==> config.mk <==
export PLATFORM = sky130hd
export DESIGN_NAME = konwersja_u2_zm
export DESIGN_NICKNAME = d
export VERILOG_FILES = /design/src/rtl/konwersja_u2_zm.sv
export SDC_FILE = /design/constraint.sdc
export NUM_CORES = 1
export LEC_CHECK = 0
export ABC_CLOCK_PERIOD_IN_PS = 1800
export CAP_MARGIN = 20
export CORE_MARGIN = 5
export CORE_UTILIZATION = 52
export DETAILED_ROUTE_END_ITERATION = 12
export GPL_TIMING_DRIVEN = 1
export PLACE_DENSITY = 0.79
export SLEW_MARGIN = 20
export SYNTH_ARGS = -nofsm -noshare
export SYNTH_HDL_FRONTEND = slang
export SYNTH_SLANG_ARGS = --single-unit
==> constraint.sdc <==
create_clock -name i_clk -period 1.8 [get_ports i_clk]
set_input_delay 0.18 -clock i_clk [delete_from_list [all_inputs] [get_ports i_clk]]
set_output_delay 0.18 -clock i_clk [all_outputs]
set_load 0.02 [all_outputs]
==> src/rtl/konwersja_u2_zm.sv <==
// Two's complement (U2) to sign-magnitude (ZM) converter with valid/ready handshakes.
// Default build negates one magnitude bit per clock; define KONWERSJA_U2_ZM_FAST_EN for single-cycle conversion.
module konwersja_u2_zm #(
  parameter int WIDTH = 32
) (
  input  logic             i_clk,
  input  logic             i_rst,
  input  logic             i_valid,
  output logic             o_ready,
  input  logic [WIDTH-1:0] i_argA,
  output logic             o_valid,
  input  logic             i_ready,
  output logic [WIDTH-1:0] o_result,
  output logic             o_error
);
  localparam int MW = WIDTH - 1;
  localparam int CW = (WIDTH > 2) ? $clog2(WIDTH - 1) : 1;

  typedef enum logic [1:0] {IDLE, CONV, DONE} state_t;

  state_t state, state_next;
  logic   accept;

  // Gating with reset keeps o_ready low during the reset cycle and lets reset win any handshake.
  assign o_ready = (state == IDLE) && !i_rst;
  assign o_valid = (state == DONE);
  assign accept  = i_valid && o_ready;

`ifndef KONWERSJA_U2_ZM_FAST_EN
  logic [MW-1:0] operand, mag, mag_next;
  logic [CW-1:0] cnt;
  logic          sign, seen_one, bit_in, bit_out, last_bit;

  // Serial negation: copy bits up to and including the first 1, invert every bit after it.
  always_comb begin
    bit_in   = operand[0];
    bit_out  = bit_in ^ (sign & seen_one);
    mag_next = (mag >> 1) | (MW'(bit_out) << (MW - 1));
    last_bit = (cnt == CW'(WIDTH - 2));
  end
`else
  logic [MW-1:0] fast_mag;
  logic          fast_err;

  always_comb begin
    fast_mag = i_argA[WIDTH-1] ? (~i_argA[MW-1:0] + MW'(1)) : i_argA[MW-1:0];
    fast_err = (i_argA == {1'b1, {MW{1'b0}}});
  end
`endif

  always_ff @(posedge i_clk) begin
    // NOTE: sequential state uses non-blocking assignments so every register samples pre-edge values.
    if (i_rst) state <= IDLE;
    else       state <= state_next;
  end

  always_comb begin
    // NOTE: default assigned first so no path through the case infers a latch.
    state_next = state;
    case (state)
      IDLE: begin
        if (accept) begin
`ifndef KONWERSJA_U2_ZM_FAST_EN
          state_next = CONV;
`else
          state_next = DONE;
`endif
        end
      end
`ifndef KONWERSJA_U2_ZM_FAST_EN
      CONV:    if (last_bit) state_next = DONE;
`endif
      DONE:    if (i_ready) state_next = IDLE;
      default: state_next = IDLE;
    endcase
  end

`ifndef KONWERSJA_U2_ZM_FAST_EN
  always_ff @(posedge i_clk) begin
    if (i_rst) begin
      operand  <= '0;
      sign     <= 1'b0;
      seen_one <= 1'b0;
      cnt      <= '0;
      mag      <= '0;
      o_result <= '0;
      o_error  <= 1'b0;
    end else if (accept) begin
      operand  <= i_argA[MW-1:0];
      sign     <= i_argA[WIDTH-1];
      seen_one <= 1'b0;
      cnt      <= '0;
      mag      <= '0;
    end else if (state == CONV) begin
      operand  <= operand >> 1;
      seen_one <= seen_one | bit_in;
      mag      <= mag_next;
      cnt      <= cnt + CW'(1);
      // A negative operand whose magnitude wraps to zero can only be the most-negative value.
      if (last_bit) begin
        o_error  <= sign && (mag_next == '0);
        o_result <= (sign && (mag_next == '0)) ? '0 : {sign, mag_next};
      end
    end
  end
`else
  always_ff @(posedge i_clk) begin
    if (i_rst) begin
      o_result <= '0;
      o_error  <= 1'b0;
    end else if (accept) begin
      o_error  <= fast_err;
      o_result <= fast_err ? '0 : {i_argA[WIDTH-1], fast_mag};
    end
  end
`endif

endmodule

==> impl_metrics.py <==
metrics = {
    "status": {
        "status": "completed",
    },
    "routing": {
        "drc": 0,
        "wl_mm": 8.29,
        "dr.pass1.iters": 5,
        "detail-route-antenna-nets": 0,
        "vias": 3371,
        "drt_iter0_drc": 219,
        "avgRoutedWirePerCell_microns": 13.1,
        "vias_per_cell": 5.33,
    },
    "yosys": {
        "synth_top_area_share_pct": 53.2,
        "synth_area_per_cell_sq_um": 8.27,
        "synth_edf_count": 0,
        "synth_seq_cells": 103,
        "synthesis.nets": 507,
        "synth_area_sq_um": 3880,
        "synth_cell_types": 28,
        "ys_warn_count": 0,
        "synthCells": 469,
        "synth_top_area_cell": "dfxtp_1",
        "yosys-top-cells-area": "dfxtp_1 (53%), nand2_1 (15%), a21oi_1 (12%)",
        "ys_seq_area_share_pct": 53.2,
        "async_flop_share_pct": 0,
        "synth_flop_cell": "dfxtp_1",
    },
    "global_route": {
        "grt_pass1_vias": 3103,
        "grt_max_degree": 41,
        "grt_pass1_wl_mm": 14.0,
        "grt_overflow": 0,
        "grt_usage_pct": 19.0,
        "antenna_found_initial": 0,
    },
    "critical_path": {
        "end_kind": "register",
        "cp_data_required_time_ns": 2.08,
        "critPathKind": "register to register",
        "crit_fanout": 20,
        "arrival_ns": 1.92,
        "cp-start-kind": "register",
    },
    "power_and_ir_drop": {
        "leakage_nw": 1.59,
        "p_clk_share_pct": 33.0,
        "vdd_drop_max_mv": 0.466,
        "power_mw": 3.98,
        "powerDensity_nw_per_um2": 819,
        "p_sw_uw": 996,
        "pwr-share-seq_pct": 59.1,
        "combPwrFrac_pct": 7.9,
        "p_int_mw": 2.98,
        "swShare_pct": 25.1,
    },
    "clock_tree": {
        "numCtsBuffers": 9,
        "cts_sinks": 103,
        "ctsHoldBuffers": 0,
        "cts_root_buffer": "clkbuf_8",
        "clk_pin_slew_ns": 0.10,
        "cts_tree": "built",
        "cts_max_level": 3,
        "cts_buffer_depth": 2,
        "clk_latency_ns": 0.36,
    },
    "placement": {
        "hpwl_mm": 5.80,
        "dp_cells": 616,
        "placed_cell_area_sq_um": 4670,
        "gp_congestion": 0.774,
        "port_buffers": 70,
    },
    "timing": {
        "fin_skew_ns": 0.0102,
        "fmax_mhz": 611,
        "drv_slew": 0,
        "post-route-min-period_ns": 1.64,
        "relSlewSlack_pct": 67.8,
        "setup_viol": 0,
        "setup-tns-final_ns": 0,
        "rsz0062_at_grt": "no",
        "finalHoldViolations": 0,
        "fin_crit_sh_pct": 90.9,
        "worst_pin_slew_ns": 0.477,
    },
    "die": {
        "io_pins": 71,
        "start_util_pct": 53.5,
        "fp-row-count": 31,
        "die_h_microns": 96.4,
        "chipWidth_microns": 96.4,
        "core_sq_um": 7250,
        "dieArea_sq_um": 9290,
    },
    "final_layout": {
        "nets": 566,
        "fillers": 631,
        "area_growth_pct": 25.1,
        "layout-drive-gt1-share_pct": 6.57,
        "fin_area_sq_um": 4850,
        "fin_cells": 633,
        "fin_util_pct": 66.9,
    },
    "flow_run": {
        "maxCapViolCount": 0,
    },
    "worst_hold_path": {
        "worstHoldPathType": "input pin to register",
    },
}
[placed cells by master, fill, tap and decap left out, types with 2 or more instances in the layout]
cell | synthesis | routed
a22oi_1 | 30 | 30
clkdlybuf4s50_1 | 0 | 67
nand2b_1 | 2 | 2
ha_1 | 2 | 2
clkbuf_8 | 0 | 9
nor3_1 | 2 | 2
dlygate4sd2_1 | 0 | 2
a21oi_1 | 94 | 94
clkinvlp_4 | 0 | 3
nand2_1 | 157 | 157
nor4_1 | 7 | 7
buf_4 | 7 | 9
nor2_1 | 11 | 10
dfxtp_1 | 103 | 102
a211oi_1 | 3 | 3
xor2_1 | 4 | 4
buf_12 | 0 | 5
nand4_1 | 4 | 4
inv_6 | 0 | 3
inv_1 | 2 | 2
[synth_stat cells (all sizes together) (2+ instances only)]
library cell / number
nand2: 157
dfxtp: 103
a21oi: 94
a22oi: 30
buf: 25
clkbuf: 11
nor2: 11
nor4: 7
nand4: 4
xor2: 4
a211oi: 3
ha: 2
inv: 2
nand2b: 2
nor2b: 2
nor3: 2
[power groups by stage]
| stage | registers, mW | clock network, mW | logic [mW] |
|---|---|---|---|
| after global placement | 2.40 | 0 | 0.309 |
| after global routing | 2.36 | 1.44 | 0.347 |
| after floorplan | 2.39 | 0 | 0.185 |
| after CTS | 2.35 | 1.35 | 0.314 |
| final | 2.35 | 1.31 | 0.312 |
| after detailed placement | 2.40 | 0 | 0.315 |
[registers in the layout, summed over array words and instances (netlist names)]
register	count
cnt	5
mag	30
o_error	1
o_result	32
operand	31
seen_one	1
sign	1
state	2
[critical path, cell delays in order (launching register included)]
cell and delay (ns):
dfxtp_1 0.38, inv_1 0.08, ha_1 0.19, and4_1 0.22, nand2_1 0.26, buf_12 0.20
nand2_1 0.07, a21oi_1 0.16
[timing repair]
action | CTS | global route
buffers inserted | 0 | 0
setup endpoints to repair | 2 | 0
gates resized for setup | 3 | 0
[per-layer routing]
layer,share of wire [%],up-vias,track usage (%)
met5,0,-,0
met4,1.2,0,7.71
met3,6.0,10,3.28
met2,49,97,31.4
met1,44,1557,24.5
li1,-,1707,-
[layout make-up]
cell class	count	area [sq um]	share of cell area, %
Clock buffer	9	124	2.55
Timing Repair Buffer	84	861	17.7
Inverter	2	7.51	0.155
Sequential cell	103	2060	42.5
Antenna cell	1	2.50	0.0516
Tap cell	99	124	2.55
Clock inverter	7	53.8	1.11
Multi-Input combinational cell	328	1620	33.3
[per-stage QoR]
step,setup WS (ns),hold WS (ns)
after floorplan,0.352,0.289
after global placement,0.194,0.443
after detailed placement,0.146,0.446
after CTS,0.145,0.125
after global routing,0.00753,0.145
final,0.163,0.134
[cell families (layout without fill, tap and decap cells)]
| family | after synthesis | count (layout) | synth area share [%] |
|---|---|---|---|
| simple gates | 190 | 190 | 20.3 |
| fa+ha+maj | 2 | 2 | 0.645 |
| other cells | 0 | 1 | 0 |
| xor+xnor | 5 | 5 | 1.13 |
| buf+inv | 38 | 102 | 5.42 |
| compound gates | 131 | 131 | 19.4 |
| flops | 103 | 103 | 53.2 |
[path summary, 6_finish.rpt]
| path | from | endpoint | slack [ns] | cells after the start |
|---|---|---|---|---|
| max | cnt[0]$_SDFFE_PP0N_ | o_result[17]$_SDFFE_PP0P_ | 0.16 | 7 |
| min | i_rst | operand[1]$_SDFFE_PP0P_ | 0.13 | 2 |
| max reg2reg | cnt[0]$_SDFFE_PP0N_ | o_result[17]$_SDFFE_PP0P_ | 0.16 | 7 |
| min reg2reg | o_result[27]$_SDFFE_PP0P_ | o_result[27]$_SDFFE_PP0P_ | 0.46 | 2 |
(Power assumes the default switching activity.)
==> RTL edit: new RTL, same flow settings <==
Encoding of `state_t`: now one-hot (3 bits for 3 states).
--- a/src/rtl/konwersja_u2_zm.sv
+++ b/src/rtl/konwersja_u2_zm.sv
@@ -16,7 +16,7 @@
   localparam int MW = WIDTH - 1;
   localparam int CW = (WIDTH > 2) ? $clog2(WIDTH - 1) : 1;
 
-  typedef enum logic [1:0] {IDLE, CONV, DONE} state_t;
+  typedef enum logic [2:0] {IDLE = 3'b001, CONV = 3'b010, DONE = 3'b100} state_t;
 
   state_t state, state_next;
   logic   accept;
Formal check against the unedited RTL: no difference found for any inputs over 10 cycles, from zero or initial values and one cycle with i_rst high; not proved beyond that.
==> RTL edit against the original RTL <==
Clock skew shrank 0.0014 ns. Critical path depth fell by 5. Hold slack gained 0.11 ns. Global-route usage up 0.45 points. Sequential cell count up 1. Combinational power is 14% lower. Cell area is 2.0% higher. Total power rose by 5.7%. Worst setup slack lost 0.067 ns. Synthesized area unchanged. Core utilization up 1.3 points. Register-to-register slack got worse by 0.04 ns. Via count up 1.7%. Routed wire length up 3.9%. Critical path type is now flop to output pin. Largest cell class unchanged. Highest routed layer unchanged.
==> RTL edit: results (changes against the original RTL) <==
| Metric | Value |
|---|---|
| R2R cell count | `4 (-3)` |
| Synth Area in Adders | `0.00645 (unchanged)` |
| Mux cell area share after synthesis | `0.00548 (+0.00548)` |
| Drt total wl | `8610 um (+3.9%)` |
| CP arrival | `1.52 ns (-0.40 ns)` |
| Sequential-to-total area share from yosys stat | `0.537 (+0.00516)` |
| Synth async-reset ratio | `0 (unchanged)` |
| 1st-iter DRT viols | `140 (-36%)` |
| I/O Buffers | `70 (unchanged)` |
| Final nets | `575 (+1.6%)` |
| Diodes inserted | `0 (-1)` |
| Post-DP HPWL | `5980 um (+3.1%)` |
| Leakage power | `1.64 nW (+2.8%)` |
| Net Count, Synth | `515 (+1.6%)` |
| Delay of the slowest cell on the worst path | `0.42 ns (+0.04 ns)` |
| GPL Wtd Cong | `0.748 (-3.3%)` |
| WHS Path Cells | `4 (+2)` |
| Post-synth top cells | `nand2_1, dfxtp_1, a21oi_1` |
| Vias in the first global route | `3249 (+4.7%)` |
| Maximum VDD drop | `495 uV (+6.3%)` |
| Normalized max-slew margin | `0.552 (-0.126)` |
| Clock skew | `0.00876 ns (-0.00140 ns)` |
| Synth Area in Compound Gates | `0.190 (-0.00323)` |
| GRT Total Usage | `0.194 (+0.00447)` |
| Top post-synthesis cells by area | `dfxtp_1, nand2_1, a21oi_1` |
| Post-synthesis xor/xnor area fraction | `0.00903 (-0.00226)` |
| TritonRoute pass-1 iters | `5 (unchanged)` |
| Clk buf depth | `2 (unchanged)` |
| Clock latency on the worst-skew pair | `0.35 ns` |
| Largest net degree at the start of global routing | `70 (+71%)` |
| Crit-path slowest cell | `nor4b_4` |
| Root Buffer | `clkbuf_8` |
| Layout cell share with drive strength beyond 1 | `0.0739 (+0.00827)` |
| Dpl cell area | `4720 um2 (+0.91%)` |
| Largest regs | `o_result x32, operand x31, mag x30` |
| Cts bufs inserted | `9 (unchanged)` |
| First-pass GRT wire length | `14400 um (+2.6%)` |
| Synth cell types | `32 (+14%)` |
| DRC Markers | `0 (unchanged)` |
| Status | `finished, final reports clean` |
| Crit Path Max Fanout | `5 (-75%)` |
| Fillcell total | `599 (-5.1%)` |
| Vias | `3427 (+1.7%)` |
==> RTL edit: power breakdown <==
| part | internal, mW | switching (mW) |
|---|---|---|
| Combinational | 0.136 | 0.132 |
| Clock | 0.814 | 0.756 |
| Sequential | 2.34 | 0.0245 |
==> RTL edit: critical path, delay by kind of cell (launching register included) <==
family,cells,cell delay [ns]
simple gates,1,0.42
buf+inv,1,0.37
flops,1,0.38
==> RTL edit: worst paths after layout <==
kind                                    from      endpoint  slack (ns)
worst min register to register  o_result[25]  o_result[25]        0.45
worst max-delay path                state[2]       o_ready         0.1
worst min-delay path                   i_rst      state[1]        0.24
worst max register to register      state[2]  o_result[31]        0.12
==> RTL edit: cell type report <==
| class | instances | area (um2) | area share |
|---|---|---|---|
| multi-input cells | 335 | 1660 | 0.336 |
| clock buffers | 10 | 138 | 0.0278 |
| well taps | 99 | 124 | 0.0250 |
| inverters | 1 | 3.75 | 0.000759 |
| repair buffers | 86 | 856 | 0.173 |
| clock inverters | 5 | 81.3 | 0.0164 |
| flip-flops and latches | 104 | 2080 | 0.421 |
==> RTL edit: timing repair <==
item	4_1_cts	5_1_grt
endpoints found under the setup margin	2	23
pin swaps	0	1
hold buffers	0	0
buffers inserted	0	1
gates resized for setup	2	4
==> RTL edit: kinds of logic after synthesis <==
family,Yosys count
compound gates,129
simple gates,198
mux,2
xor+xnor,4
buf+inv,38
flops,104
fa+ha+maj,2
==> RTL edit: per-stage QoR <==
stage / hold slack (ns) / setup TNS (ns) / instances / setup WS (ns)
2_1_floorplan: 0.289 / 0 / 477 / 0.0184
3_3_place_gp: 0.441 / 0 / 624 / 0.147
3_5_place_dp: 0.446 / 0 / 624 / 0.0607
4_1_cts: 0.242 / 0 / 639 / 0.0564
5_1_grt: 0.280 / -0.00266 / 640 / -0.00266
6_report: 0.244 / 0 / 640 / 0.0958
==> RTL edit: layer usage <==
layer	global-route usage	routed length, um	vias up
li1	-	-	1728
met1	0.240	3700	1590
met2	0.338	4290	103
met3	0.0383	553	6
met4	0.0643	72	0
met5	0	0	-
